### config.mk
export PLATFORM = sky130hd
export DESIGN_NAME = control_sequencer
export DESIGN_NICKNAME = d
export VERILOG_FILES = /design/src/rtl/cpu_ctrl_pkg.sv /design/src/rtl/ctrl_decode.sv /design/src/rtl/control_sequencer.sv
export SDC_FILE = /design/constraint.sdc
export NUM_CORES = 1
export LEC_CHECK = 0
export ABC_AREA = 1
export CAP_MARGIN = 15
export CELL_PAD_IN_SITES_DETAIL_PLACEMENT = 2
export CELL_PAD_IN_SITES_GLOBAL_PLACEMENT = 2
export CORE_MARGIN = 2
export CORE_UTILIZATION = 16
export DETAILED_ROUTE_END_ITERATION = 16
export MAX_ROUTING_LAYER = met4
export PLACE_DENSITY = 0.81
export SLEW_MARGIN = 15
export SYNTH_ARGS = -nofsm -noshare
export SYNTH_HDL_FRONTEND = slang
export SYNTH_SLANG_ARGS = --single-unit
### constraint.sdc
create_clock -name clock -period 2.3 [get_ports clock]
set_input_delay 0.46 -clock clock [delete_from_list [all_inputs] [get_ports clock]]
set_output_delay 0.46 -clock clock [all_outputs]
set_load 0.005 [all_outputs]
### src/rtl/cpu_ctrl_pkg.sv
`default_nettype none
// ============================================================================
// Module      : cpu_ctrl_pkg
// Description : Shared state encoding, opcode/ALU codes and strobe bundle
//               for the hardwired control sequencer.
// Revision    : 1.0  initial release
// ============================================================================
package cpu_ctrl_pkg;

    typedef enum logic [3:0] {
        ST_RST  = 4'd0,
        ST_T0   = 4'd1,
        ST_T1   = 4'd2,
        ST_T2   = 4'd3,
        ST_T3   = 4'd4,
        ST_T4   = 4'd5,
        ST_T5   = 4'd6,
        ST_T6   = 4'd7,
        ST_HALT = 4'd8
    } state_t;

    localparam logic [4:0] OP_LD   = 5'd0;
    localparam logic [4:0] OP_ST   = 5'd1;
    localparam logic [4:0] OP_ADDI = 5'd2;
    localparam logic [4:0] OP_ADD  = 5'd3;
    localparam logic [4:0] OP_SUB  = 5'd4;
    localparam logic [4:0] OP_AND  = 5'd5;
    localparam logic [4:0] OP_OR   = 5'd6;
    localparam logic [4:0] OP_MUL  = 5'd7;
    localparam logic [4:0] OP_BRZR = 5'd8;
    localparam logic [4:0] OP_NOP  = 5'd9;
    localparam logic [4:0] OP_HALT = 5'd31;

    localparam logic [3:0] ALU_ADD = 4'd0;
    localparam logic [3:0] ALU_SUB = 4'd1;
    localparam logic [3:0] ALU_AND = 4'd2;
    localparam logic [3:0] ALU_OR  = 4'd3;
    localparam logic [3:0] ALU_MUL = 4'd4;

    // Instructions that share a micro-sequence are grouped into one class.
    typedef enum logic [2:0] {
        CLS_REG  = 3'd0,
        CLS_ADDI = 3'd1,
        CLS_LD   = 3'd2,
        CLS_ST   = 3'd3,
        CLS_MUL  = 3'd4,
        CLS_BRZR = 3'd5,
        CLS_NOP  = 3'd6,
        CLS_HALT = 3'd7
    } op_class_t;

    typedef struct packed {
        logic pc_out;
        logic pc_in;
        logic inc_pc;
        logic mar_in;
        logic mdr_in;
        logic mdr_out;
        logic ir_in;
        logic y_in;
        logic z_in;
        logic z_hi_out;
        logic z_lo_out;
        logic hi_in;
        logic lo_in;
        logic c_out;
        logic con_in;
        logic gra;
        logic grb;
        logic grc;
        logic r_in;
        logic r_out;
        logic ba_out;
        logic mem_read;
        logic mem_write;
    } strobes_t;

    function automatic op_class_t op_class(input logic [4:0] op);
        op_class_t cls;
        case (op)
            OP_LD:                          cls = CLS_LD;
            OP_ST:                          cls = CLS_ST;
            OP_ADDI:                        cls = CLS_ADDI;
            OP_ADD, OP_SUB, OP_AND, OP_OR:  cls = CLS_REG;
            OP_MUL:                         cls = CLS_MUL;
            OP_BRZR:                        cls = CLS_BRZR;
            OP_HALT:                        cls = CLS_HALT;
            default:                        cls = CLS_NOP;
        endcase
        return cls;
    endfunction

    function automatic logic [3:0] reg_alu_code(input logic [4:0] op);
        logic [3:0] code;
        case (op)
            OP_SUB:  code = ALU_SUB;
            OP_AND:  code = ALU_AND;
            OP_OR:   code = ALU_OR;
            default: code = ALU_ADD;
        endcase
        return code;
    endfunction

endpackage
`default_nettype wire

### src/rtl/ctrl_decode.sv
`default_nettype none
// ============================================================================
// Module      : ctrl_decode
// Description : Combinational decode of sequencer state + latched opcode
//               into datapath, register-select and memory strobes.
// Revision    : 1.0  initial release
// ============================================================================
module ctrl_decode
    import cpu_ctrl_pkg::*;
(
    input  state_t     state,
    input  logic [4:0] opcode,
    input  logic       first_cycle,
    input  logic       mem_ack,
    input  logic       con,
    output strobes_t   strobes,
    output logic [3:0] alu_op,
    output logic       run
);

    op_class_t w_cls;

    assign w_cls = op_class(opcode);

    always_comb begin
        strobes = '0;
        alu_op  = ALU_ADD;
        run     = (state != ST_RST) && (state != ST_HALT);

        case (state)
            ST_T0: begin
                strobes.pc_out = 1'b1;
                strobes.mar_in = 1'b1;
                strobes.inc_pc = 1'b1;
                strobes.z_in   = 1'b1;
            end
            ST_T1: begin
                // PC reload happens once; later wait cycles only hold the read.
                strobes.z_lo_out = 1'b1;
                strobes.pc_in    = first_cycle;
                strobes.mem_read = 1'b1;
                strobes.mdr_in   = 1'b1;
            end
            ST_T2: begin
                strobes.mdr_out = 1'b1;
                strobes.ir_in   = 1'b1;
            end
            ST_T3: begin
                case (w_cls)
                    CLS_REG, CLS_ADDI: begin
                        strobes.grb   = 1'b1;
                        strobes.r_out = 1'b1;
                        strobes.y_in  = 1'b1;
                    end
                    CLS_LD, CLS_ST: begin
                        strobes.grb    = 1'b1;
                        strobes.ba_out = 1'b1;
                        strobes.y_in   = 1'b1;
                    end
                    CLS_MUL: begin
                        strobes.gra   = 1'b1;
                        strobes.r_out = 1'b1;
                        strobes.y_in  = 1'b1;
                    end
                    CLS_BRZR: begin
                        strobes.gra    = 1'b1;
                        strobes.r_out  = 1'b1;
                        strobes.con_in = 1'b1;
                    end
                    default: ;
                endcase
            end
            ST_T4: begin
                case (w_cls)
                    CLS_REG: begin
                        strobes.grc   = 1'b1;
                        strobes.r_out = 1'b1;
                        strobes.z_in  = 1'b1;
                        alu_op        = reg_alu_code(opcode);
                    end
                    CLS_ADDI, CLS_LD, CLS_ST: begin
                        strobes.c_out = 1'b1;
                        strobes.z_in  = 1'b1;
                    end
                    CLS_MUL: begin
                        strobes.grb   = 1'b1;
                        strobes.r_out = 1'b1;
                        strobes.z_in  = 1'b1;
                        alu_op        = ALU_MUL;
                    end
                    CLS_BRZR: begin
                        strobes.pc_out = 1'b1;
                        strobes.y_in   = 1'b1;
                    end
                    default: ;
                endcase
            end
            ST_T5: begin
                case (w_cls)
                    CLS_REG, CLS_ADDI: begin
                        strobes.z_lo_out = 1'b1;
                        strobes.gra      = 1'b1;
                        strobes.r_in     = 1'b1;
                    end
                    CLS_LD, CLS_ST: begin
                        strobes.z_lo_out = 1'b1;
                        strobes.mar_in   = 1'b1;
                    end
                    CLS_MUL: begin
                        strobes.z_lo_out = 1'b1;
                        strobes.lo_in    = 1'b1;
                    end
                    CLS_BRZR: begin
                        strobes.c_out = 1'b1;
                        strobes.z_in  = 1'b1;
                    end
                    default: ;
                endcase
            end
            ST_T6: begin
                case (w_cls)
                    CLS_LD: begin
                        // Write-back rides on the acknowledging cycle itself.
                        strobes.mem_read = 1'b1;
                        strobes.mdr_in   = 1'b1;
                        strobes.mdr_out  = mem_ack;
                        strobes.gra      = mem_ack;
                        strobes.r_in     = mem_ack;
                    end
                    CLS_ST: begin
                        strobes.gra       = first_cycle;
                        strobes.r_out     = first_cycle;
                        strobes.mdr_in    = first_cycle;
                        strobes.mem_write = !first_cycle;
                    end
                    CLS_MUL: begin
                        strobes.z_hi_out = 1'b1;
                        strobes.hi_in    = 1'b1;
                    end
                    CLS_BRZR: begin
                        strobes.z_lo_out = 1'b1;
                        strobes.pc_in    = con;
                    end
                    default: ;
                endcase
            end
            default: ;
        endcase
    end

endmodule
`default_nettype wire

### src/rtl/control_sequencer.sv
`default_nettype none
// ============================================================================
// Module      : control_sequencer
// Description : Hardwired CPU control step sequencer; state register and
//               transitions here, strobe decode in ctrl_decode.
// Revision    : 1.0  initial release
// ============================================================================
module control_sequencer
    import cpu_ctrl_pkg::*;
(
    input  logic        clock,
    input  logic        clear,
    input  logic [31:0] ir,
    input  logic        con,
    input  logic        mem_ack,
    input  logic        stop,
    output logic        pc_out,
    output logic        pc_in,
    output logic        inc_pc,
    output logic        mar_in,
    output logic        mdr_in,
    output logic        mdr_out,
    output logic        ir_in,
    output logic        y_in,
    output logic        z_in,
    output logic        z_hi_out,
    output logic        z_lo_out,
    output logic        hi_in,
    output logic        lo_in,
    output logic        c_out,
    output logic        con_in,
    output logic        gra,
    output logic        grb,
    output logic        grc,
    output logic        r_in,
    output logic        r_out,
    output logic        ba_out,
    output logic        mem_read,
    output logic        mem_write,
    output logic [3:0]  alu_op,
    output logic        run,
    output logic [3:0]  state
);

    state_t     r_state;
    state_t     w_next;
    logic [4:0] r_opcode;
    logic       r_first;
    op_class_t  w_cls;
    strobes_t   w_strobes;
    logic       w_unused_ir;

    assign w_cls       = op_class(r_opcode);
    assign w_unused_ir = ^ir[26:0];

    // r_first marks the first cycle spent in a step, so waits can be told apart.
    always_ff @(posedge clock or posedge clear) begin
        if (clear) begin
            r_state  <= ST_RST;
            r_opcode <= 5'd0;
            r_first  <= 1'b1;
        end else begin
            r_state <= w_next;
            r_first <= (w_next != r_state);
            if (r_state == ST_T2) begin
                r_opcode <= ir[31:27];
            end
        end
    end

    always_comb begin
        w_next = r_state;
        case (r_state)
            ST_RST:  w_next = ST_T0;
            ST_T0:   w_next = stop ? ST_HALT : ST_T1;
            ST_T1:   w_next = mem_ack ? ST_T2 : ST_T1;
            ST_T2:   w_next = ST_T3;
            ST_T3: begin
                case (w_cls)
                    CLS_NOP:  w_next = ST_T0;
                    CLS_HALT: w_next = ST_HALT;
                    default:  w_next = ST_T4;
                endcase
            end
            ST_T4:   w_next = ST_T5;
            ST_T5:   w_next = ((w_cls == CLS_REG) || (w_cls == CLS_ADDI)) ? ST_T0 : ST_T6;
            ST_T6: begin
                case (w_cls)
                    CLS_LD:  w_next = mem_ack ? ST_T0 : ST_T6;
                    // The store request is only raised after the MDR load cycle.
                    CLS_ST:  w_next = (!r_first && mem_ack) ? ST_T0 : ST_T6;
                    default: w_next = ST_T0;
                endcase
            end
            ST_HALT: w_next = ST_HALT;
            default: w_next = ST_RST;
        endcase
    end

    ctrl_decode u_decode (
        .state       (r_state),
        .opcode      (r_opcode),
        .first_cycle (r_first),
        .mem_ack     (mem_ack),
        .con         (con),
        .strobes     (w_strobes),
        .alu_op      (alu_op),
        .run         (run)
    );

    assign pc_out    = w_strobes.pc_out;
    assign pc_in     = w_strobes.pc_in;
    assign inc_pc    = w_strobes.inc_pc;
    assign mar_in    = w_strobes.mar_in;
    assign mdr_in    = w_strobes.mdr_in;
    assign mdr_out   = w_strobes.mdr_out;
    assign ir_in     = w_strobes.ir_in;
    assign y_in      = w_strobes.y_in;
    assign z_in      = w_strobes.z_in;
    assign z_hi_out  = w_strobes.z_hi_out;
    assign z_lo_out  = w_strobes.z_lo_out;
    assign hi_in     = w_strobes.hi_in;
    assign lo_in     = w_strobes.lo_in;
    assign c_out     = w_strobes.c_out;
    assign con_in    = w_strobes.con_in;
    assign gra       = w_strobes.gra;
    assign grb       = w_strobes.grb;
    assign grc       = w_strobes.grc;
    assign r_in      = w_strobes.r_in;
    assign r_out     = w_strobes.r_out;
    assign ba_out    = w_strobes.ba_out;
    assign mem_read  = w_strobes.mem_read;
    assign mem_write = w_strobes.mem_write;
    assign state     = r_state;

endmodule
`default_nettype wire

==> summary.md, run 1 <==
Max-cap violations in this run came to 0. The flow ran to the end, but the final reports show violations. The run gives 0.147 as the part of the total power dissipated in sequential elements. The required time of the critical path came out at 1840 ps. The fraction of post-synthesis cell area in the top cell type by area was 0.234; the placement row count was 28.

Violation count after the first detailed-routing iteration: 37. The run gives 156 as the number of standard cells after synthesis. The level count of the clock H-tree was 1; the worst supply voltage drop on vdd was 0.000342 V. For the finished layout, the period the worst path requires is 2470 ps. The run gives 12 as the maximum number of pins on one net before global-route repair. The longest individual stage delay on the worst path works out to 420 ps. The proportion of register bits with asynchronous set or reset after synthesis was 1.00.

The post-synth net total was 197. The worst setup path is launched from a register. In this run the remaining antenna-violating nets after routing total 0.

Timing would allow up to 405 MHz. The die covers 0.00664 sq mm. The final HPWL from detailed placement was 3.21 mm. Cell with the most instances after synthesis: nand2_1. The count of flip-flops with a built-in enable after synthesis was 0. The tools report the via count of the first global-routing pass as 1515.

The routability congestion estimate is 0.860. Total iterations of the first detailed-routing run: 4. The tools report the residual overflow from global routing as 0.

The endpoint type of the worst setup path was a primary output. Summing every instance area after synthesis gives 961 sq um. The clock tree skew after final layout was 1.09 ps. The critical path is of the reg -> out type. The run gives 0 as the initial antenna violation count. The signal on the critical path passes through inv_2 > ha_4 > nand2_4 > nand2_4 > nand2_4 > nor2_4 > inv_4 > nor2_4 > buf_6 > nand4_1 > nor2_1 > buf_2.

The Yosys warning count was 0; the least setup slack across all paths after layout was -167 ps. The wire length of the first global-routing pass is 7.76 mm. The run gives 0.067 as the relative contribution of the clock network to total power.

The clock drives 10 sinks. Worst-skew pair later-pin latency: 240 ps. The tools report the signal arrival time at the worst endpoint as 2010 ps.

The checks that failed: setup timing. For the worst setup slack after placement, the log shows -256 ps. The predominant post-synthesis flop cell is dfrtp_1.

The netlist uses 23 different library cells. After synthesis, the most frequently instantiated cells are 43 x nand2_1, 24 x inv_1, 21 x nor2_1. In this run the standard cell core region covers 0.00585 sq mm.

In this run the static leakage power is 0.00102 uW. The clock passes through at most 2 buffers. The worst hold slack across all endpoints is 530 ps, and the final number of max-transition violations is 0.

The run gives 1388 as the routed via count. Total global routing track utilization: 0.158. The largest total area in the synthesized netlist belongs to dfrtp_1.

Dividing the synthesized area by the synthesized cell count gives 6.16 sq um. The routed design has 5.44 mm of wire. Combinational share of power: 0.786. The tightest min-delay check is of the in -> async type.

Dividing the detail-routed via count by the number of cells gives 4.31. Hold repair after CTS inserted 0 buffers. The root buffer cell chosen for the clock tree is clkbuf_8. The synthesized design contains 10 register bits. The power per unit of standard cell area is 1400 mW/mm^2, and the TritonCTS buffer count is 3.

Summed over all nets, the switching power comes to 1400 uW. The sequential fraction of the synthesis area is 0.262. The ratio of cells with drive above 1 in the final layout was 0.563. Broken down by cell family, the worst path's largest delay share belongs to simple AND/OR/NAND/NOR gates. The largest fanout of any net on the critical path came out at 3. The final critical-path share of the clock period is 1.07, and the buffering stage count on the worst path with inverters included is 4.

During placement, the flow inserted port buffers numbering 40. The final-report setup violation count was 19; the die boundary width was 81.5 um. The most numerous cell type found on the critical path is nand2_4. Setup repair after global routing could not meet its margin everywhere. The die is 81.5 um tall.

In the post-synthesis netlist, the biggest area contributors are dfrtp_1 23%, nand2_1 17%, inv_1 9.4%. TritonCTS built the clock tree. The cell internal power dissipation came out at 1480 uW.

For this design, the slowest cell found on the critical path is dfrtp_1. The net switching fraction of the power came out at 0.486. The net count of the finished layout was 289; the number of endpoints with negative hold slack in the final report was 0. In this run the count of I/O pins placed on the die edge is 69.

The starting density of the core was 0.164; the CTS clock-pin slew for the worst setup and hold paths was 50 ps. The repair_antennas step left the layout with diodes totalling 0. Relative to the synthesized area, the layout overhead comes to 114%. After detailed routing, the number of remaining DRC violations is 0. Dividing the detail-routed wire length by the instance count gives 16.9 um.
area by class of cell:
cell class	count	area, sq um
Tap cell	75	93.8
Fill cell	678	3790
Sequential cell	10	255
Timing Repair Buffer	90	709
Multi-Input combinational cell	116	850
Clock buffer	4	45.0
Inverter	27	106
cell usage in the layout (no fill, tap or decap), types with 2 or more instances in the layout:
cell / count
clkdlybuf4s50_1: 16
nor3_2: 2
clkbuf_2: 3
o21ai_0: 7
nand2_8: 2
nand2_4: 7
nand3_4: 2
nor2_1: 8
nor2_2: 4
o21ai_1: 4
nand3_1: 3
buf_4: 38
ha_1: 2
inv_1: 19
nor3_1: 2
inv_4: 2
inv_2: 6
a21oi_1: 2
nand2_1: 29
nand2_2: 11
buf_2: 21
dfrtp_2: 3
clkbuf_8: 3
dfrtp_1: 6
buf_6: 11
o21ai_2: 3
nor2_4: 11
ha_4: 2
nand3_2: 5
nand4_1: 6
metrics by stage:
stage | total power, uW | std cells | util | setup TNS [ps] | instance area, sq um
after floorplan | 1030 | 156 | - | 0 | 961
after global placement | 1640 | 290 | 0.274 | -1840 | 1600
after detailed placement | 1700 | 290 | 0.274 | -4090 | 1600
after CTS | 2330 | 313 | 0.313 | -545 | 1830
after global routing | 3090 | 322 | 0.352 | -4000 | 2060
final | 2880 | 322 | 0.352 | -1830 | 2060
final timing paths:
| check | from | end | slack (ps) | cells after the start |
|---|---|---|---|---|
| max | r_opcode[0]$_DFFE_PP0P_ | alu_op[0] | -170 | 12 |
| min | clear | state[1]$_DFF_PP0_ | 530 | 2 |
| min reg2reg | state[2]$_DFF_PP0_ | r_first$_DFF_PP1_ | 630 | 2 |
| min in group clock | state[2]$_DFF_PP0_ | r_first$_DFF_PP1_ | 630 | 2 |
| max reg2reg | r_opcode[1]$_DFFE_PP0P_ | r_first$_DFF_PP1_ | 190 | 15 |
| max in group asynchronous | clear | r_first$_DFF_PP1_ | 1430 | 2 |
logic make-up after synthesis:
logic type,after synthesis,share of synthesized area
simple gates,93,0.456
fa+ha+maj,4,0.0521
compound gates,18,0.100
flops,10,0.262
buf+inv,30,0.126
other cells,1,0.00390
state kept, by name, summed over array words and instances (netlist names):
signal	count
state	4
r_opcode	5
r_first	1
layer usage:
metal | vias to the layer above | part of all wire | track usage
li1 | 675 | - | -
met1 | 677 | 0.43 | 0.189
met2 | 32 | 0.53 | 0.284
met3 | 4 | 0.031 | 0.00769
met4 | 0 | 0.0094 | 0.0542
met5 | - | 0 | -
repair_timing:
item / in CTS / in global routing
endpoints found under the setup margin: 26 / 25
resized for setup: 126 / 57
pin swaps: 20 / 22
buffers inserted: 20 / 10
worst register-to-register path, delay by kind of cell (launching register included):
| family | cells | cell delay, ps |
|---|---|---|
| simple gates | 8 | 750 |
| buf+inv | 7 | 890 |
| flops | 1 | 400 |
power by group through the flow:
| stage | Sequential, uW | Combinational, uW | Clock, uW |
|---|---|---|---|
| after floorplan | 359 | 668 | 0 |
| after global placement | 378 | 1260 | 0 |
| after detailed placement | 384 | 1320 | 0 |
| after CTS | 389 | 1750 | 193 |
| after global routing | 437 | 2450 | 209 |
| final | 423 | 2260 | 193 |
Power figures use the tool's default switching activity.
==> run 2, diff against run 1 <==
--- a/config.mk
+++ b/config.mk
@@ -11,6 +11,7 @@
 export CELL_PAD_IN_SITES_GLOBAL_PLACEMENT = 2
 export CORE_MARGIN = 2
 export CORE_UTILIZATION = 16
+export CTS_BUF_LIST = sky130_fd_sc_hd__clkbuf_4 sky130_fd_sc_hd__clkbuf_8
 export DETAILED_ROUTE_END_ITERATION = 16
 export MAX_ROUTING_LAYER = met4
 export PLACE_DENSITY = 0.81
==> run 2 against run 1 <==
Net effect:
- the run still ends with setup timing left
- highest routed layer unchanged
- register-to-register slack better by 90 ps
- critical endpoint is now z_lo_out
- clock-buffer cell count unchanged
- combinational power fell by 6%
- critical path depth is 2 higher
- non-clock buffer count rose by 1
- sequential power shrank 3%
- maximum frequency rose by 3.3%
==> summary.md, run 2 (synthesized netlist as in run 1, its figures left out) <==
The run finished, with violations left. The checks that failed: setup timing. Total net switching power: 1290 uW. Max-cap violations in this run came to 0.

The combinational share of power came out at 0.778. Setup violations remaining at the end of the flow were counted as 17. TritonCTS built the clock tree. For this run, design rule violations remaining after detail routing come to 0. The number of clock buffers added by TritonCTS is 3. The number of port buffers was 40.

69 I/O pins were placed. Counting the fill cells in the layout gives 673. The run gives 0.00664 sq mm as the die area. The final standard cell utilization of the core came out at 0.347. Leaving out fill and tap cells, the most frequent cells in the layout are 38 x buf_4, 29 x nand2_1, 21 x buf_2. The final number of max-transition violations came out at 0. For the part of the total power dissipated in sequential elements, the log shows 0.150. 0 antenna diodes ended up in the layout. Start-to-end type of the worst setup path: reg -> out. The HPWL after detailed placement is 3.21 mm. From bottom edge to top edge, the die measures 81.5 um.

The register with the most flip-flops in the layout has 5 of them. The tools report the standby leakage power as 0.00103 uW. Setup repair after global routing could not meet its margin everywhere.

The endpoint type of the worst setup path was a primary output. The final critical-path share of the clock period is 1.04, and the total iterations of the first detailed-routing run is 4. The number of non-filler instances in the completed layout came out at 323. The least setup slack across all paths after layout was -88.8 ps; the worst supply voltage drop on vdd was 0.000330 V. The starting density of the core came out at 0.164. The floorplan has 28 rows. For the worst-skew pair, the clock arrives at the later sink with an insertion delay of 230 ps.

The die boundary width is 81.5 um, and the total negative slack for setup checks is -748 ps. The logs give 1450 uW for the cell internal power dissipation and 0.870 ps for the clock tree skew after final layout. The tightest min-delay check is of the in -> async type.

Buffers inserted to repair hold after CTS numbered 0. Entering global routing, the biggest net connects 12 pins. Once placement completed, the tool counted placed cells totaling 290. For the highest clock frequency the design can meet, the log shows 419 MHz. The run gives 0.860 as the routability congestion estimate. The ratio of cells with drive above 1 in the final layout is 0.556, and the violation count after the first detailed-routing iteration is 29.

The run gives 1 as the level count of the clock H-tree. The cell at the root of the clock tree is clkbuf_8. The minimum clock period is 2390 ps. CTS saw 10 sinks. After clock tree synthesis, the clock-pin slew on the worst setup and hold paths is 50 ps. The total global routing track utilization was 0.161; the via density per instance was 4.38. In this run the worst path has a maximum fanout of 3. The run gives 0 as the number of nets with antenna violations after routing.

The run gives 1930 ps as the signal arrival time at the worst endpoint. Once layout is done, the placed cells without fillers occupy 0.00203 sq mm. The power consumption was 2740 uW; the wire length of the first global-routing pass was 7.83 mm. Relative to the synthesized area, the layout overhead comes to 111%.

The net switching fraction of the power was 0.472; the routed via count was 1415. The register ranked first by flip-flop count was r_opcode. The routed length per instance is 15.7 um.

The placed instance area is 0.00160 sq mm, and the final wirelength is 5.08 mm. The power per unit of standard cell area was 1350 mW/mm^2; the number of endpoints with negative hold slack in the final report was 0. Most common cell after layout, fill and taps aside: buf_4.

At the end of the flow, the number of nets in the layout was 290. Across all register-to-register paths, the minimum setup slack is 280 ps. The clock passes through at most 2 buffers. Initial antenna violation count: 0. For this run the aggregate overflow at the end of global routing stands at 0. The core region area was 0.00585 sq mm; the register cell area after layout was 254 sq um. The worst setup path is launched from a register. For the worst setup path, the data required time is 1840 ps.

Summing all multi-input logic gate instances after layout gives 811 sq um. The via count of the first global-routing pass was 1539. The relative contribution of the clock network to total power was 0.072.
==> run 2: stage by stage <==
| stage | worst slack (ps) | hold WS [ps] |
|---|---|---|
| global placement | -143 | 585 |
| floorplan | 358 | 299 |
| global route | -238 | 551 |
| finish | -88.8 | 519 |
| CTS | -132 | 533 |
| detailed placement | -256 | 597 |
==> run 2: worst max-delay path: stages (launching register included) <==
cell and delay (ps):
dfrtp_1 400, inv_2 100, ha_4 150, nand2_2 50
nand2_2 90, nand2_4 80, nor2_4 130, inv_4 60
nor2_4 170, nand2_2 80, buf_6 130, nand2_4 60
nand2_2 40, nand2_1 50, buf_2 110
==> run 2: layout make-up <==
cell class	count	share of cell area
Clock buffer	4	0.0240
Inverter	27	0.0511
Multi-Input combinational cell	116	0.399
Sequential cell	10	0.125
Tap cell	75	0.0462
Timing Repair Buffer	91	0.355
==> run 2: power groups by stage <==
| stage | sequential (uW) | clock, uW | combinational, uW |
|---|---|---|---|
| final | 411 | 197 | 2130 |
| after global routing | 428 | 213 | 2340 |
| after CTS | 389 | 205 | 1750 |
| after detailed placement | 384 | 0 | 1320 |
| after global placement | 378 | 0 | 1260 |
| after floorplan | 359 | 0 | 668 |
==> run 2: worst paths after layout <==
path / startpoint / endpoint / cells past startpoint
min: clear / state[1]$_DFF_PP0_ / 2
max: r_opcode[1]$_DFFE_PP0P_ / z_lo_out / 14
max reg2reg: r_opcode[1]$_DFFE_PP0P_ / r_first$_DFF_PP1_ / 15
max in group asynchronous: clear / r_first$_DFF_PP1_ / 2
min reg2reg: state[2]$_DFF_PP0_ / r_first$_DFF_PP1_ / 2
min in group clock: state[2]$_DFF_PP0_ / r_first$_DFF_PP1_ / 2
==> run 2: repair_timing <==
item	4_1_cts	5_1_grt
resized for setup	130	46
endpoints found under the setup margin	26	25
setup buffers	20	10
pin swaps	20	20
==> run 2: per-layer routing <==
metal | track usage | vias to the layer above | share of wire
met5 | - | - | 0
met4 | 0.0356 | 0 | 0.011
met3 | 0.0110 | 6 | 0.039
met2 | 0.294 | 38 | 0.54
met1 | 0.194 | 699 | 0.41
li1 | - | 672 | -
